===== src/rtl/alu_pkg.sv =====
// Shared definitions for the two-requester ALU arbiter and its ALU.
package alu_pkg;

  localparam int NUM_REQ = 2;

  localparam logic [2:0] F3_ADD  = 3'd0;
  localparam logic [2:0] F3_SLL  = 3'd1;
  localparam logic [2:0] F3_SLT  = 3'd2;
  localparam logic [2:0] F3_SLTU = 3'd3;
  localparam logic [2:0] F3_XOR  = 3'd4;
  localparam logic [2:0] F3_SRL  = 3'd5;
  localparam logic [2:0] F3_OR   = 3'd6;
  localparam logic [2:0] F3_AND  = 3'd7;

  typedef enum logic {
    IDLE = 1'b0,
    HOLD = 1'b1
  } arb_state_t;

endpackage


===== src/rtl/alu.sv =====
// Combinational RV32-style integer ALU; alu_en=0 degrades every op to a plain add.
module alu
  import alu_pkg::*;
(
  input  logic [31:0] a,
  input  logic [31:0] b,
  input  logic [2:0]  funct3,
  input  logic        funct7_4,
  input  logic        alu_en,
  input  logic        alu_imm,
  output logic [31:0] result
);

  logic [4:0] shamt;
  assign shamt = b[4:0];

  always_comb begin
    result = a + b;
    if (alu_en) begin
      case (funct3)
        F3_ADD:  result = (funct7_4 && !alu_imm) ? (a - b) : (a + b);
        F3_SLL:  result = a << shamt;
        F3_SLT:  result = {31'd0, $signed(a) < $signed(b)};
        F3_SLTU: result = {31'd0, a < b};
        F3_XOR:  result = a ^ b;
        F3_SRL: begin
          if (funct7_4) result = $signed(a) >>> shamt;
          else          result = a >> shamt;
        end
        F3_OR:   result = a | b;
        F3_AND:  result = a & b;
        default: result = a + b;
      endcase
    end
  end

endmodule


===== src/rtl/alu_arbiter.sv =====
// Two requesters share one ALU; the winner's result is held in a response register.
//  state | meaning
//  IDLE  | no result pending, o_rsp_valid=0
//  HOLD  | result pending in o_rsp_data/o_rsp_id, o_rsp_valid=1
module alu_arbiter
  import alu_pkg::*;
#(
  parameter int unsigned FIXED_PRIO = 0,
  parameter int unsigned CNT_W      = 16
) (
  input  logic             i_clk,
  input  logic             i_rst_n,
  input  logic [1:0]       i_req_valid,
  output logic [1:0]       o_req_ready,
  input  logic [63:0]      i_req_a,
  input  logic [63:0]      i_req_b,
  input  logic [5:0]       i_req_funct3,
  input  logic [1:0]       i_req_funct7_4,
  input  logic [1:0]       i_req_alu_en,
  input  logic [1:0]       i_req_alu_imm,
  output logic             o_rsp_valid,
  input  logic             i_rsp_ready,
  output logic [31:0]      o_rsp_data,
  output logic             o_rsp_id,
  output logic [CNT_W-1:0] o_op_count
);

  arb_state_t  state, state_nxt;
  logic        last_grant;
  logic [1:0]  grant;
  logic        can_accept;
  logic        accept;
  logic        gid;
  logic [31:0] sel_a, sel_b;
  logic [2:0]  sel_funct3;
  logic [31:0] alu_result;

  always_comb begin
    grant = 2'b00;
    case (i_req_valid)
      2'b01:   grant = 2'b01;
      2'b10:   grant = 2'b10;
      2'b11: begin
        if (FIXED_PRIO != 0) grant = 2'b01;
        else                 grant = last_grant ? 2'b01 : 2'b10;
      end
      default: grant = 2'b00;
    endcase
  end

  // A slot opens when nothing is pending or the pending result leaves this cycle.
  assign o_rsp_valid = (state == HOLD);
  assign can_accept  = i_rst_n & (~o_rsp_valid | i_rsp_ready);
  assign o_req_ready = grant & {NUM_REQ{can_accept}};
  assign accept      = |(o_req_ready & i_req_valid);
  assign gid         = grant[1];

  assign sel_a      = gid ? i_req_a[63:32] : i_req_a[31:0];
  assign sel_b      = gid ? i_req_b[63:32] : i_req_b[31:0];
  assign sel_funct3 = gid ? i_req_funct3[5:3] : i_req_funct3[2:0];

  alu u_alu (
    .a        (sel_a),
    .b        (sel_b),
    .funct3   (sel_funct3),
    .funct7_4 (i_req_funct7_4[gid]),
    .alu_en   (i_req_alu_en[gid]),
    .alu_imm  (i_req_alu_imm[gid]),
    .result   (alu_result)
  );

  always_comb begin
    state_nxt = state;
    case (state)
      IDLE: if (accept) state_nxt = HOLD;
      HOLD: begin
        if (accept)           state_nxt = HOLD;
        else if (i_rsp_ready) state_nxt = IDLE;
      end
      default: state_nxt = IDLE;
    endcase
  end

  always_ff @(posedge i_clk) begin
    if (!i_rst_n) begin
      state      <= IDLE;
      o_rsp_data <= 32'd0;
      o_rsp_id   <= 1'b0;
      o_op_count <= '0;
      last_grant <= 1'b1;
    end else begin
      state <= state_nxt;
      if (accept) begin
        o_rsp_data <= alu_result;
        o_rsp_id   <= gid;
        last_grant <= gid;
        o_op_count <= o_op_count + 1'b1;
      end
    end
  end

endmodule


===== config.mk =====
export PLATFORM = sky130hd
export DESIGN_NAME = alu_arbiter
export DESIGN_NICKNAME = d
export VERILOG_FILES = /design/src/rtl/alu_pkg.sv /design/src/rtl/alu.sv /design/src/rtl/alu_arbiter.sv
export SDC_FILE = /design/constraint.sdc
export NUM_CORES = 1
export LEC_CHECK = 0
export CAP_MARGIN = 20
export CELL_PAD_IN_SITES_DETAIL_PLACEMENT = 1
export CELL_PAD_IN_SITES_GLOBAL_PLACEMENT = 2
export CORE_MARGIN = 5
export CORE_UTILIZATION = 31
export DETAILED_ROUTE_END_ITERATION = 12
export GPL_ROUTABILITY_DRIVEN = 0
export HOLD_SLACK_MARGIN = 0.03
export PLACE_DENSITY_LB_ADDON = 0.08
export RECOVER_POWER = 100
export SLEW_MARGIN = 20
export SYNTH_ARGS = -nofsm -noshare
export SYNTH_HDL_FRONTEND = slang
export SYNTH_SLANG_ARGS = --single-unit

===== constraint.sdc =====
create_clock -name i_clk -period 5.5 [get_ports i_clk]
set_clock_uncertainty 0.1 [all_clocks]
set_input_delay 0.55 -clock i_clk [delete_from_list [all_inputs] [get_ports i_clk]]
set_output_delay 0.55 -clock i_clk [all_outputs]
set_load 0.01 [all_outputs]

==> results.txt <==
Status - complete, no violations
Ys Warns - 0
Clock-pin transition on the worst setup and hold timing paths - 0.07 ns
CP startpoint - i_req_valid[1]
Critical register-to-register path startpoint - last_grant
Worst Path Max Fanout - 31
Met1 wire length - 33.3 mm
Logic pwr share - 75.5%
WL met2 - 34.6 mm
Vias per cell - 6.03
Hold WS - 0.365 ns
Final WL - 76.8 mm
Final setup fails - 0
Fin crit period - 5.31 ns
Slew Limit Fails - 0
I/O pins - 197
CTS tree - built
Routed Antenna Nets - 0
Overall Global Routing Usage - 30.9%
Synth Instances - 2,022
Hold Path Stages - 2
# diodes - 0
Critical path required time - 5.64 ns
Fin nets - 2,402
Die Height - 218 um
Fraction of layout cells with a size suffix above 1 - 7.22%
Seq/Total Area, Yosys - 7.62%
Hold buffer count at cts - 0
Worst EP arrival - 5.45 ns
Flop pwr share - 13.6%
Initial antenna violation count - 0
Worst Tran Pin Value - 1.15 ns
Num rows - 76
Clk network pwr share - 10.8%
Design Area, Final - 16,200 um2
Final period utilization - 96.5%
Resized Gates After CTS - 0
Register-to-register setup slack - 0.67 ns
Clk_lat worst skew - 0.30 ns
Final Hold Fails - 0
Sink Count - 51
Area grow syn2layout - 21.1%
Dpl cell area - 16,100 um2
FF-to-FF End - o_rsp_data[8]
Peak supply drop - 90.5 uV
Final routed DRC violation total - 0
Endpoint class of the critical path - flip-flop
Die Wd - 218 um
Setup CP Type - in2reg
Netlist Area Pre-Place - 13,400 um2
Global-route wire length before repair - 113 mm
Synthesized area per cell - 6.63 um2
Setup crit start kind - input pin
Internal - 1.42 mW
LEAKAGE - 7.11 nW
R2R depth - 15
NetSw - 1.78 mW
Core ar. - 42,900 um2
Via count - 16,567
Async set or reset register ratio after synthesis - 0%
Sw Ratio - 55.5%
Starting Density - 31.3%
Filler instances - 5,499
Num CTS Buffers - 5
Clk buf depth - 2
Total congestion overflow - 0
Initial drt markers - 1,512
Fmax achieved - 188 MHz
Power density over the cells - 197 nW/um2
Syn_nets - 2,264
Post-synth EDFFs - 0
Min-Delay Path Class - reg2reg
Max-cap viol count - 0
Number of global-route vias before repair - 16,588
Met3 WL post-DR - 5.22 mm
Post-DP HPWL - 63.0 mm
Synth unique cells - 89
Worst Setup EP - o_rsp_data[8]
DIE AREA - 47,500 um2
Drt first pass iters - 5
TNS Setup - 0 ns
Root Driver - clkbuf_16
Largest net degree at the start of global routing - 57
DR top layer - met4
Synth Flop Type - dfxtp_1
Worst slew margin - 21.5%
Buffers on Ports - 196
Post-CTS Setup Bufs - 0
Unrepaired setup endpoints after global routing - false
Synthesized flop and latch total - 51
H-tree depth - 2
Wire per inst - 28.0 um
==> cells in the mapped netlist, types with 5 or more instances <==
cell	count	area [um2]
nand3_1	47	235
inv_1	96	360
nand4_1	9	56.3
o21a_1	11	82.6
buf_2	47	235
ha_1	97	1210
or3_1	6	37.5
o21ai_0	137	686
xnor2_1	37	324
buf_4	11	82.6
o221ai_1	22	193
xor2_1	5	43.8
a2111oi_0	7	61.3
nor2_1	148	556
mux2i_1	211	2110
a221o_1	5	50.1
o21bai_1	13	97.6
nand2b_1	12	75.1
o2111ai_1	5	43.8
a21oi_1	151	756
a22oi_1	14	105
nor2b_1	16	100
and3_1	15	93.8
and2_1	27	169
buf_6	6	67.6
o211ai_1	29	218
o22ai_1	23	144
a211oi_1	49	368
clkbuf_1	82	308
a31oi_1	20	125
mux2_2	29	327
nor4_1	13	81.3
o31ai_1	12	90.1
or2_2	7	43.8
a221oi_1	13	114
buf_1	8	30.0
dfxtp_1	51	1020
nand2_1	385	1450
a21o_1	18	135
o21ai_1	7	35.0
nor3_1	36	180
==> flip-flops by register name (all words and copies together), names as in the netlist <==
signal	count
o_rsp_data	32
o_op_count	16
last_grant	1
o_rsp_id	1
o_rsp_valid	1
==> how the worst min path moves through the flow <==
stage / start / end
final: o_rsp_id / o_rsp_id
after global routing: o_rsp_data[17] / o_rsp_data[17]
after CTS: o_rsp_id / o_rsp_id
after detailed placement: o_rsp_id / o_rsp_id
after global placement: o_rsp_id / o_rsp_id
after floorplan: o_rsp_id / o_rsp_id
==> kinds of logic (layout without fill, tap and decap cells) <==
kind of cell,Yosys count,after routing,share of synthesized area (%)
and+or+nand+nor,736,736,23.8
AOI/OAI and AO/OA,590,590,29.0
buffers and inverters,253,392,8.17
muxes,249,249,19.3
adders and majority gates,101,101,9.35
DFF,51,51,7.62
xor gates and xnor gates,42,42,2.74
==> placed cells by master (no fill, tap or decap), types with 50 or more instances in the layout <==
cell type,count
ha_1,97
buf_4,78
dfxtp_1,51
clkdlybuf4s50_1,141
a21oi_1,150
dlygate4sd3_1,52
nor2_1,148
o21ai_0,137
a211oi_1,50
mux2i_1,208
nand2_1,385
inv_1,96
==> power groups by stage <==
stage / sequential [mW] / clock, mW / combinational (mW)
2_1_floorplan: 0.447 / 0 / 1.36
5_1_grt: 0.438 / 0.364 / 2.56
3_5_place_dp: 0.444 / 0 / 2.37
6_report: 0.435 / 0.347 / 2.41
3_3_place_gp: 0.444 / 0 / 2.35
4_1_cts: 0.436 / 0.351 / 2.38
==> per-layer routing <==
layer	vias to the layer above	GRT usage, %
met5	-	0
met1	8251	40.9
li1	7530	-
met3	141	5.28
met2	645	50.0
met4	0	12.5
==> per-stage QoR <==
step / utilization (%) / total power, mW / setup slack, ns / instances
after floorplan: - / 1.81 / 0.391 / 2022
after global placement: 37.6 / 2.80 / 0.138 / 2738
after detailed placement: 37.6 / 2.82 / 0.0979 / 2738
after CTS: 38.0 / 3.17 / 0.309 / 2746
after global routing: 37.8 / 3.36 / 0.0147 / 2746
final: 37.8 / 3.20 / 0.190 / 2746
==> critical path: stages <==
cell             delay [ns]
clkdlybuf4s50_1        0.57
a21boi_4               0.51
buf_4                  0.36
clkbuf_2               0.55
mux2i_1                0.27
buf_4                  0.23
nor2_1                 0.07
clkbuf_2               0.30
nand2_1                0.45
clkbuf_2               0.41
nand4_1                0.17
o211ai_1               0.13
nand3_1                0.10
xor2_1                 0.49
a21oi_1                0.14
nor2b_1                0.11
==> area by class of cell <==
| type | count | area, um2 | area share [%] |
|---|---|---|---|
| Clock buffer | 6 | 139 | 0.856 |
| Inverter | 99 | 372 | 2.29 |
| Tap cell | 585 | 732 | 4.51 |
| Clock inverter | 2 | 16.3 | 0.100 |
| Multi-Input combinational cell | 1718 | 11300 | 69.7 |
| Sequential cell | 51 | 1020 | 6.29 |
| Timing Repair Buffer | 285 | 2640 | 16.3 |
No activity file was read; power rests on OpenSTA's default activity.
